## src/rtl/fifo_burst_reader_pkg.sv

```systemverilog
// Shared types and constants for the FIFO read-side burst consumer.
// Latency: n/a (declarations only).
// Backpressure: n/a (declarations only).
package fifo_burst_reader_pkg;

    localparam int RD_BUF_DEPTH = 3;
    localparam int DEF_DW       = 8;
    localparam int DEF_LENW     = 8;

    typedef enum logic [1:0] {
        IDLE  = 2'd0,
        RUN   = 2'd1,
        FLUSH = 2'd2,
        DONE  = 2'd3
    } rd_state_e;

    // True while the skid buffer can still absorb every word already popped.
    function automatic logic credit_avail(input logic [1:0] occ, input logic inflight);
        return ({1'b0, occ} + {2'b00, inflight}) < 3'(RD_BUF_DEPTH);
    endfunction

endpackage

```

## src/rtl/fifo_burst_reader_if.sv

```systemverilog
// Command, FIFO read port and output stream bundle for fifo_burst_reader.
// Latency: n/a (wires only).
// Backpressure: cmd_valid/cmd_ready and m_valid/m_ready handshakes carried as-is.
interface fifo_burst_reader_if
    import fifo_burst_reader_pkg::*;
#(
    parameter int DW   = DEF_DW,
    parameter int LENW = DEF_LENW
);
    logic            cmd_valid;
    logic [LENW-1:0] cmd_len;
    logic            cmd_ready;
    logic            fifo_empty;
    logic [DW-1:0]   fifo_data;
    logic            fifo_pop;
    logic [DW-1:0]   m_data;
    logic            m_valid;
    logic            m_ready;
    logic            done;
    logic            done_timeout;

    // Environment side: issues commands, models the FIFO, consumes the stream.
    modport master (
        output cmd_valid, cmd_len, fifo_empty, fifo_data, m_ready,
        input  cmd_ready, fifo_pop, m_data, m_valid, done, done_timeout
    );

    // Reader side.
    modport slave (
        input  cmd_valid, cmd_len, fifo_empty, fifo_data, m_ready,
        output cmd_ready, fifo_pop, m_data, m_valid, done, done_timeout
    );

endinterface

```

## src/rtl/fifo_burst_reader_skid.sv

```systemverilog
// 3-entry in-order output buffer feeding the m_valid/m_ready stream.
// Latency: word written in cycle t is presented as head in t+1 at the earliest.
// Backpressure: holds words while m_ready is low; writer must never exceed 3 entries.
module fifo_rd_skid
    import fifo_burst_reader_pkg::*;
#(
    parameter int DW = DEF_DW
) (
    input  logic          clk,
    input  logic          rst,
    input  logic          wr_en,
    input  logic [DW-1:0] wr_data,
    output logic          m_valid,
    input  logic          m_ready,
    output logic [DW-1:0] m_data,
    output logic [1:0]    occ
);

    logic [DW-1:0] mem [RD_BUF_DEPTH];
    logic [1:0]    occ_q;
    logic          hs;
    logic [1:0]    wr_idx;

    assign hs      = m_valid && m_ready;
    assign m_valid = (occ_q != 2'd0);
    assign m_data  = mem[0];
    assign occ     = occ_q;
    // A departing head shifts everything down, so the new word lands one slot lower.
    assign wr_idx  = hs ? (occ_q - 2'd1) : occ_q;

    // Shift-on-pop storage; a same-cycle write overrides the shifted slot it targets.
    always_ff @(posedge clk or posedge rst) begin
        if (rst) begin
            for (int i = 0; i < RD_BUF_DEPTH; i++) begin
                mem[i] <= '0;
            end
            occ_q <= '0;
        end else begin
            if (hs) begin
                for (int i = 0; i < RD_BUF_DEPTH - 1; i++) begin
                    mem[i] <= mem[i+1];
                end
            end
            if (wr_en && (wr_idx < 2'(RD_BUF_DEPTH))) begin
                mem[wr_idx] <= wr_data;
            end
            occ_q <= occ_q + 2'(wr_en) - 2'(hs);
        end
    end

endmodule

```

## src/rtl/fifo_burst_reader.sv

```systemverilog
// Pops a commanded burst from the FIFO read port and streams it out with a done pulse (timeout abort under FIFO_RD_TIMEOUT_EN).
// Latency: pop in t -> m_valid in t+2; done the cycle after the last output handshake.
// Backpressure: pops only while occ+inflight < 3, so m_ready stalls never lose data; cmd_ready only in IDLE.
module fifo_burst_reader
    import fifo_burst_reader_pkg::*;
#(
    parameter int DW      = DEF_DW,
    parameter int LENW    = DEF_LENW,
    parameter int TIMEOUT = 64
) (
    input logic                 rdclk,
    input logic                 rd_rst,
    fifo_burst_reader_if.slave  bus
);

    rd_state_e       state_q, state_d;
    logic [LENW-1:0] rem_pop_q, rem_pop_d;
    logic [LENW-1:0] rem_out_q, rem_out_d;
    logic            inflight_q;
    logic [1:0]      occ;
    logic            hs;
    logic            pop;
    logic            timeout_hit;

    assign hs = bus.m_valid && bus.m_ready;

    // Pop decision uses only registered occupancy, never m_ready.
    assign pop = (state_q == RUN) && !timeout_hit && !bus.fifo_empty &&
                 (rem_pop_q != '0) && credit_avail(occ, inflight_q);
    assign bus.fifo_pop = pop;

`ifdef FIFO_RD_TIMEOUT_EN
    localparam int STW = $clog2(TIMEOUT + 1);

    logic [STW-1:0] stall_q;
    logic           to_flag_q;

    assign timeout_hit      = (state_q == RUN) && (stall_q == STW'(TIMEOUT));
    assign bus.done_timeout = (state_q == DONE) && to_flag_q;

    // Count consecutive empty-FIFO cycles while words are still owed.
    always_ff @(posedge rdclk or posedge rd_rst) begin
        if (rd_rst) begin
            stall_q <= '0;
        end else if (pop || (state_q != RUN)) begin
            stall_q <= '0;
        end else if (bus.fifo_empty && (rem_pop_q != '0) && (stall_q != STW'(TIMEOUT))) begin
            stall_q <= stall_q + 1'b1;
        end
    end

    // Remember that this burst was aborted so DONE can report it.
    always_ff @(posedge rdclk or posedge rd_rst) begin
        if (rd_rst) begin
            to_flag_q <= 1'b0;
        end else if (timeout_hit) begin
            to_flag_q <= 1'b1;
        end else if (state_q == IDLE) begin
            to_flag_q <= 1'b0;
        end
    end
`else
    // Constant false; TIMEOUT only matters when the stall counter is built.
    assign timeout_hit      = (TIMEOUT < 0);
    assign bus.done_timeout = 1'b0;
`endif

    // FSM next-state, counters and handshake outputs.
    always_comb begin
        state_d       = state_q;
        rem_pop_d     = rem_pop_q;
        rem_out_d     = rem_out_q - LENW'(hs);
        bus.cmd_ready = 1'b0;
        bus.done      = 1'b0;
        case (state_q)
            IDLE: begin
                bus.cmd_ready = 1'b1;
                if (bus.cmd_valid) begin
                    rem_pop_d = bus.cmd_len;
                    rem_out_d = bus.cmd_len;
                    state_d   = (bus.cmd_len == '0) ? DONE : RUN;
                end
            end
            RUN: begin
                if (timeout_hit) begin
                    // Only words already buffered or in flight are still delivered.
                    rem_pop_d = '0;
                    rem_out_d = LENW'(occ) + LENW'(inflight_q) - LENW'(hs);
                    state_d   = FLUSH;
                end else if (pop) begin
                    rem_pop_d = rem_pop_q - 1'b1;
                    if (rem_pop_q == LENW'(1)) begin
                        state_d = FLUSH;
                    end
                end
            end
            FLUSH: begin
                // Look at the post-handshake count so done lands right after the last word.
                if (rem_out_d == '0) begin
                    state_d = DONE;
                end
            end
            DONE: begin
                bus.done = 1'b1;
                state_d  = IDLE;
            end
            default: state_d = IDLE;
        endcase
    end

    // State, burst counters and the one-cycle pop-to-data pipeline flag.
    always_ff @(posedge rdclk or posedge rd_rst) begin
        if (rd_rst) begin
            state_q    <= IDLE;
            rem_pop_q  <= '0;
            rem_out_q  <= '0;
            inflight_q <= 1'b0;
        end else begin
            state_q    <= state_d;
            rem_pop_q  <= rem_pop_d;
            rem_out_q  <= rem_out_d;
            inflight_q <= pop;
        end
    end

    fifo_rd_skid #(.DW(DW)) u_skid (
        .clk     (rdclk),
        .rst     (rd_rst),
        .wr_en   (inflight_q),
        .wr_data (bus.fifo_data),
        .m_valid (bus.m_valid),
        .m_ready (bus.m_ready),
        .m_data  (bus.m_data),
        .occ     (occ)
    );

endmodule
```

## src/flat_wrapper.sv

```systemverilog
// flat-port wrapper written by rule: the top's interface ports become plain ports
module fifo_burst_reader_flat import fifo_burst_reader_pkg::*;
#(
    parameter int DW      = DEF_DW,
    parameter int LENW    = DEF_LENW,
    parameter int TIMEOUT = 64
)
  (rdclk, rd_rst, bus_cmd_valid, bus_cmd_len, bus_fifo_empty, bus_fifo_data, bus_m_ready, bus_cmd_ready, bus_fifo_pop, bus_m_data, bus_m_valid, bus_done, bus_done_timeout);
  fifo_burst_reader_if #(.DW(DW), .LENW(LENW)) bus_i ();
  input logic rdclk;
  input logic rd_rst;
  input wire logic [$bits(bus_i.cmd_valid)-1:0] bus_cmd_valid;
  input wire logic [$bits(bus_i.cmd_len)-1:0] bus_cmd_len;
  input wire logic [$bits(bus_i.fifo_empty)-1:0] bus_fifo_empty;
  input wire logic [$bits(bus_i.fifo_data)-1:0] bus_fifo_data;
  input wire logic [$bits(bus_i.m_ready)-1:0] bus_m_ready;
  output wire logic [$bits(bus_i.cmd_ready)-1:0] bus_cmd_ready;
  output wire logic [$bits(bus_i.fifo_pop)-1:0] bus_fifo_pop;
  output wire logic [$bits(bus_i.m_data)-1:0] bus_m_data;
  output wire logic [$bits(bus_i.m_valid)-1:0] bus_m_valid;
  output wire logic [$bits(bus_i.done)-1:0] bus_done;
  output wire logic [$bits(bus_i.done_timeout)-1:0] bus_done_timeout;
  assign bus_i.cmd_valid = bus_cmd_valid;
  assign bus_i.cmd_len = bus_cmd_len;
  assign bus_i.fifo_empty = bus_fifo_empty;
  assign bus_i.fifo_data = bus_fifo_data;
  assign bus_i.m_ready = bus_m_ready;
  assign bus_cmd_ready = bus_i.cmd_ready;
  assign bus_fifo_pop = bus_i.fifo_pop;
  assign bus_m_data = bus_i.m_data;
  assign bus_m_valid = bus_i.m_valid;
  assign bus_done = bus_i.done;
  assign bus_done_timeout = bus_i.done_timeout;
  fifo_burst_reader #(.DW(DW), .LENW(LENW), .TIMEOUT(TIMEOUT)) u_core (.rdclk(rdclk), .rd_rst(rd_rst), .bus(bus_i));
endmodule
```

## config.mk

```make
export PLATFORM = sky130hd
export DESIGN_NAME = fifo_burst_reader_flat
export DESIGN_NICKNAME = d
export VERILOG_FILES = /design/src/rtl/fifo_burst_reader_pkg.sv /design/src/rtl/fifo_burst_reader_if.sv /design/src/rtl/fifo_burst_reader_skid.sv /design/src/rtl/fifo_burst_reader.sv /design/src/flat_wrapper.sv
export SDC_FILE = /design/constraint.sdc
export NUM_CORES = 1
export LEC_CHECK = 0
export ABC_AREA = 1
export BUFFER_PORTS_ARGS = -buffer_cell sky130_fd_sc_hd__buf_2
export CORE_MARGIN = 3
export CORE_UTILIZATION = 45
export DETAILED_ROUTE_END_ITERATION = 16
export PLACE_DENSITY = 0.71
export SLEW_MARGIN = 20
export SYNTH_ARGS = -nofsm -noshare
export SYNTH_HDL_FRONTEND = slang
export SYNTH_SLANG_ARGS = --single-unit
export TNS_END_PERCENT = 100
```

## constraint.sdc

```tcl
create_clock -name rdclk -period 2.5 [get_ports rdclk]
set_input_delay 0.375 -clock rdclk [delete_from_list [all_inputs] [get_ports rdclk]]
set_output_delay 0.375 -clock rdclk [all_outputs]
set_load 0.02 [all_outputs]
```

==> results.ini <==
[outcome]
outcome=finished clean

[floorplan]
rows=27
die_y_um=82.81
pin_count=34
core_area_mm2=0.005608
dieWidth_um=82.81
start_util=0.4734
dieArea_mm2=0.006858

[cts]
clkTransAtPathRegs_ns=0.09
cts_buffers=5
post-cts-setup-buffers=0
clk_path_buf_depth=2
clock-sinks=45
cts_tree=yes
cts_root_buf=clkbuf_8
hold_buffers=0
htree_num_levels=2
cts-resized-gates=0
worst_skew_pair.late_latency_ns=0.30

[drt]
finalWirelength_mm=5.053
drt_iter0_markers=69
wl_per_cell_um=12.03
dr.pass1.iters=4
drtAntennaViolNets=0
vias=2059
drc=0
routed_via_density=4.902

[worst_setup_path]
crit_slowest_cell=dfrtp_1
startpoint_type=flip-flop
criticalPathCategory=reg -> out
critPathMaxFanout=5
crit_path_end_kind=output port
worst-endpoint-required_ns=2.12
cpPeakStageDelay_ns=0.50
path_cells=ha_1 > ha_1 > nand2_1 > nand2_1 > nor2_1 > nand2_1 > inv_1 > buf_2
crit_top_cell=nand2_1
path_delay_family=adder cells
cp_num_buf_inv=2
crit_arrival_ns=1.88

[logic_synthesis]
synth_common_cells=80 x nand2_1, 45 x dfrtp_1, 37 x nor2_1
synth_area_mm2=0.002655
ys_top_cells_by_area=dfrtp_1 42%, nand2_1 11%, ha_1 7.1%
ys_seq_elements=45
synthArstFlopShare=1.000
ys_warn_count=0
syn_nets=356
yosysMostFrequentCell=nand2_1
syn_area_per_cell_um2=8.297
synth.distinct_cells=35
yosysTopAreaCellShare=0.4241
yosysTopAreaCell=dfrtp_1
ys_seq_area_frac=0.4241
synth_edf_count=0
ys.flop_type=dfrtp_1
synth_cells=320

[timing]
max_slew_margin=0.6103
period_minus_slack_ns=2.256
tightestPinTransition_ns=0.5837
skew_ns=0.01012
rsz0062_at_grt=false
finalWorstSetupSlack_ns=0.2442
setup_tns_ns=0
setup_viol=0
drv_slew=0
max_freq_mhz=443.3
post-route-period-util=0.9023
hold_viol_final=0

[placed_design]
hpwlAfterDp_mm=3.788
port_buffers=32
detailedPlace.worstSlack_ns=0.3632
gp_congestion=0.8941

[layout]
diodes=0
nNetsFinal=383
drive_above_1_share=0.2040
syn_to_final_growth_pct=10.13

[global_routing]
antenna_found_initial=0
grt_pass1_wl_mm=8.818
grt_usage=0.1537
grt_pass1_vias=1924
grt-ovfl-total=0
grt_max_degree=28

[power_and_ir_drop]
irDropWorstVdd_v=0.0004834
p_leak_nw=1.475
total_power_mw=3.548
powerDensity_mw_per_mm2=1213

[min_path]
holdCritPathClass=in -> async

[run]
cap_viol_max_count=0

[placed cells by master, fill, tap and decap left out, drive strengths merged]
master,instances
clkinv,1
inv,35
o21a,1
xnor2,1
xor2,3
o21ai,26
conb,1
ha,15
bufinv,1
or2,2
buf,37
mux2,7
nand2,82
dfrtp,45
nor2,38
a21oi,8
nor4,2
nand4,2
nand3b,1
o21bai,1
a22oi,2
clkbuf,6
a31oi,17
nand3,14
[worst paths after layout]
path	endpoint	slack (ns)	cells past startpoint	start
worst min register to register	flip-flop	0.50	2	flip-flop
worst max register to register	u_core.state_q[1]	0.37	18	u_core.u_skid.occ[0]
worst min-delay path	u_core.u_skid.m_data[7]	0.13	2	rd_rst
worst max-delay path	bus_fifo_pop	0.24	8	u_core.inflight_q
max in group asynchronous	u_core.rem_out_q[1]	1.83	3	rd_rst
min in group rdclk	flip-flop	0.34	2	bus_fifo_data[5]
[worst register-to-register path, stage by stage (launching register included)]
cell and delay [ns]:
dfrtp_2 0.45, inv_1 0.06, ha_1 0.20, inv_2 0.07
nand2_4 0.04, inv_1 0.08, ha_1 0.16, ha_1 0.21
inv_1 0.05, nand2_1 0.05, nand2_1 0.06, nor2_1 0.09
nand3_1 0.07, nor2_1 0.09, nand3_1 0.08, nand2_1 0.10
nand2_1 0.07, nand2_1 0.06, nand2_1 0.05
[layout make-up]
| class | instances | area (um^2) |
|---|---|---|
| clock buffer | 6 | 72.57 |
| inverter | 35 | 131.4 |
| timing repair buffer | 37 | 197.7 |
| multi-input combinational | 223 | 1266 |
| tap | 72 | 90.09 |
| sequential | 45 | 1127 |
| fill | 537 | 2684 |
| clock inverter | 2 | 38.79 |
[cell families after synthesis]
kind of cell,synth area share
adder cells (fa/ha/maj),0.07069
XOR/XNOR,0.02027
AND/OR/NAND/NOR,0.2319
AO/OA/AOI/OAI,0.1221
other,0.001412
buffers and inverters,0.09990
flip-flops,0.4241
multiplexers,0.02969
[where the power goes]
| group | switching [mW] | internal [mW] | leakage, nW |
|---|---|---|---|
| Clock | 0.251 | 0.300 | 0.0554 |
| Sequential | 0.226 | 1.07 | 0.558 |
| Combinational | 1.04 | 0.659 | 0.861 |
| Total | 1.52 | 2.03 | 1.47 |
[through the flow]
stage	cell area [um^2]	hold WS (ns)	instances	util
3_5_place_dp	2810	0.4809	412	0.5011
5_1_grt	2924	0.1699	420	0.5214
6_report	2924	0.1253	420	0.5214
3_3_place_gp	2810	0.4690	412	0.5011
4_1_cts	2922	0.1878	420	0.5210
2_1_floorplan	2656	0.4534	320	-
[per-layer routing]
metal / track usage / vias up / wire length, um
met5: 0 / - / 0
met4: 0.05349 / 0 / 97
met3: 0.03472 / 9 / 261
met2: 0.2456 / 43 / 2257
met1: 0.2055 / 933 / 2437
li1: - / 1074 / -
Note: power is estimated with default switching activity, not from simulation.
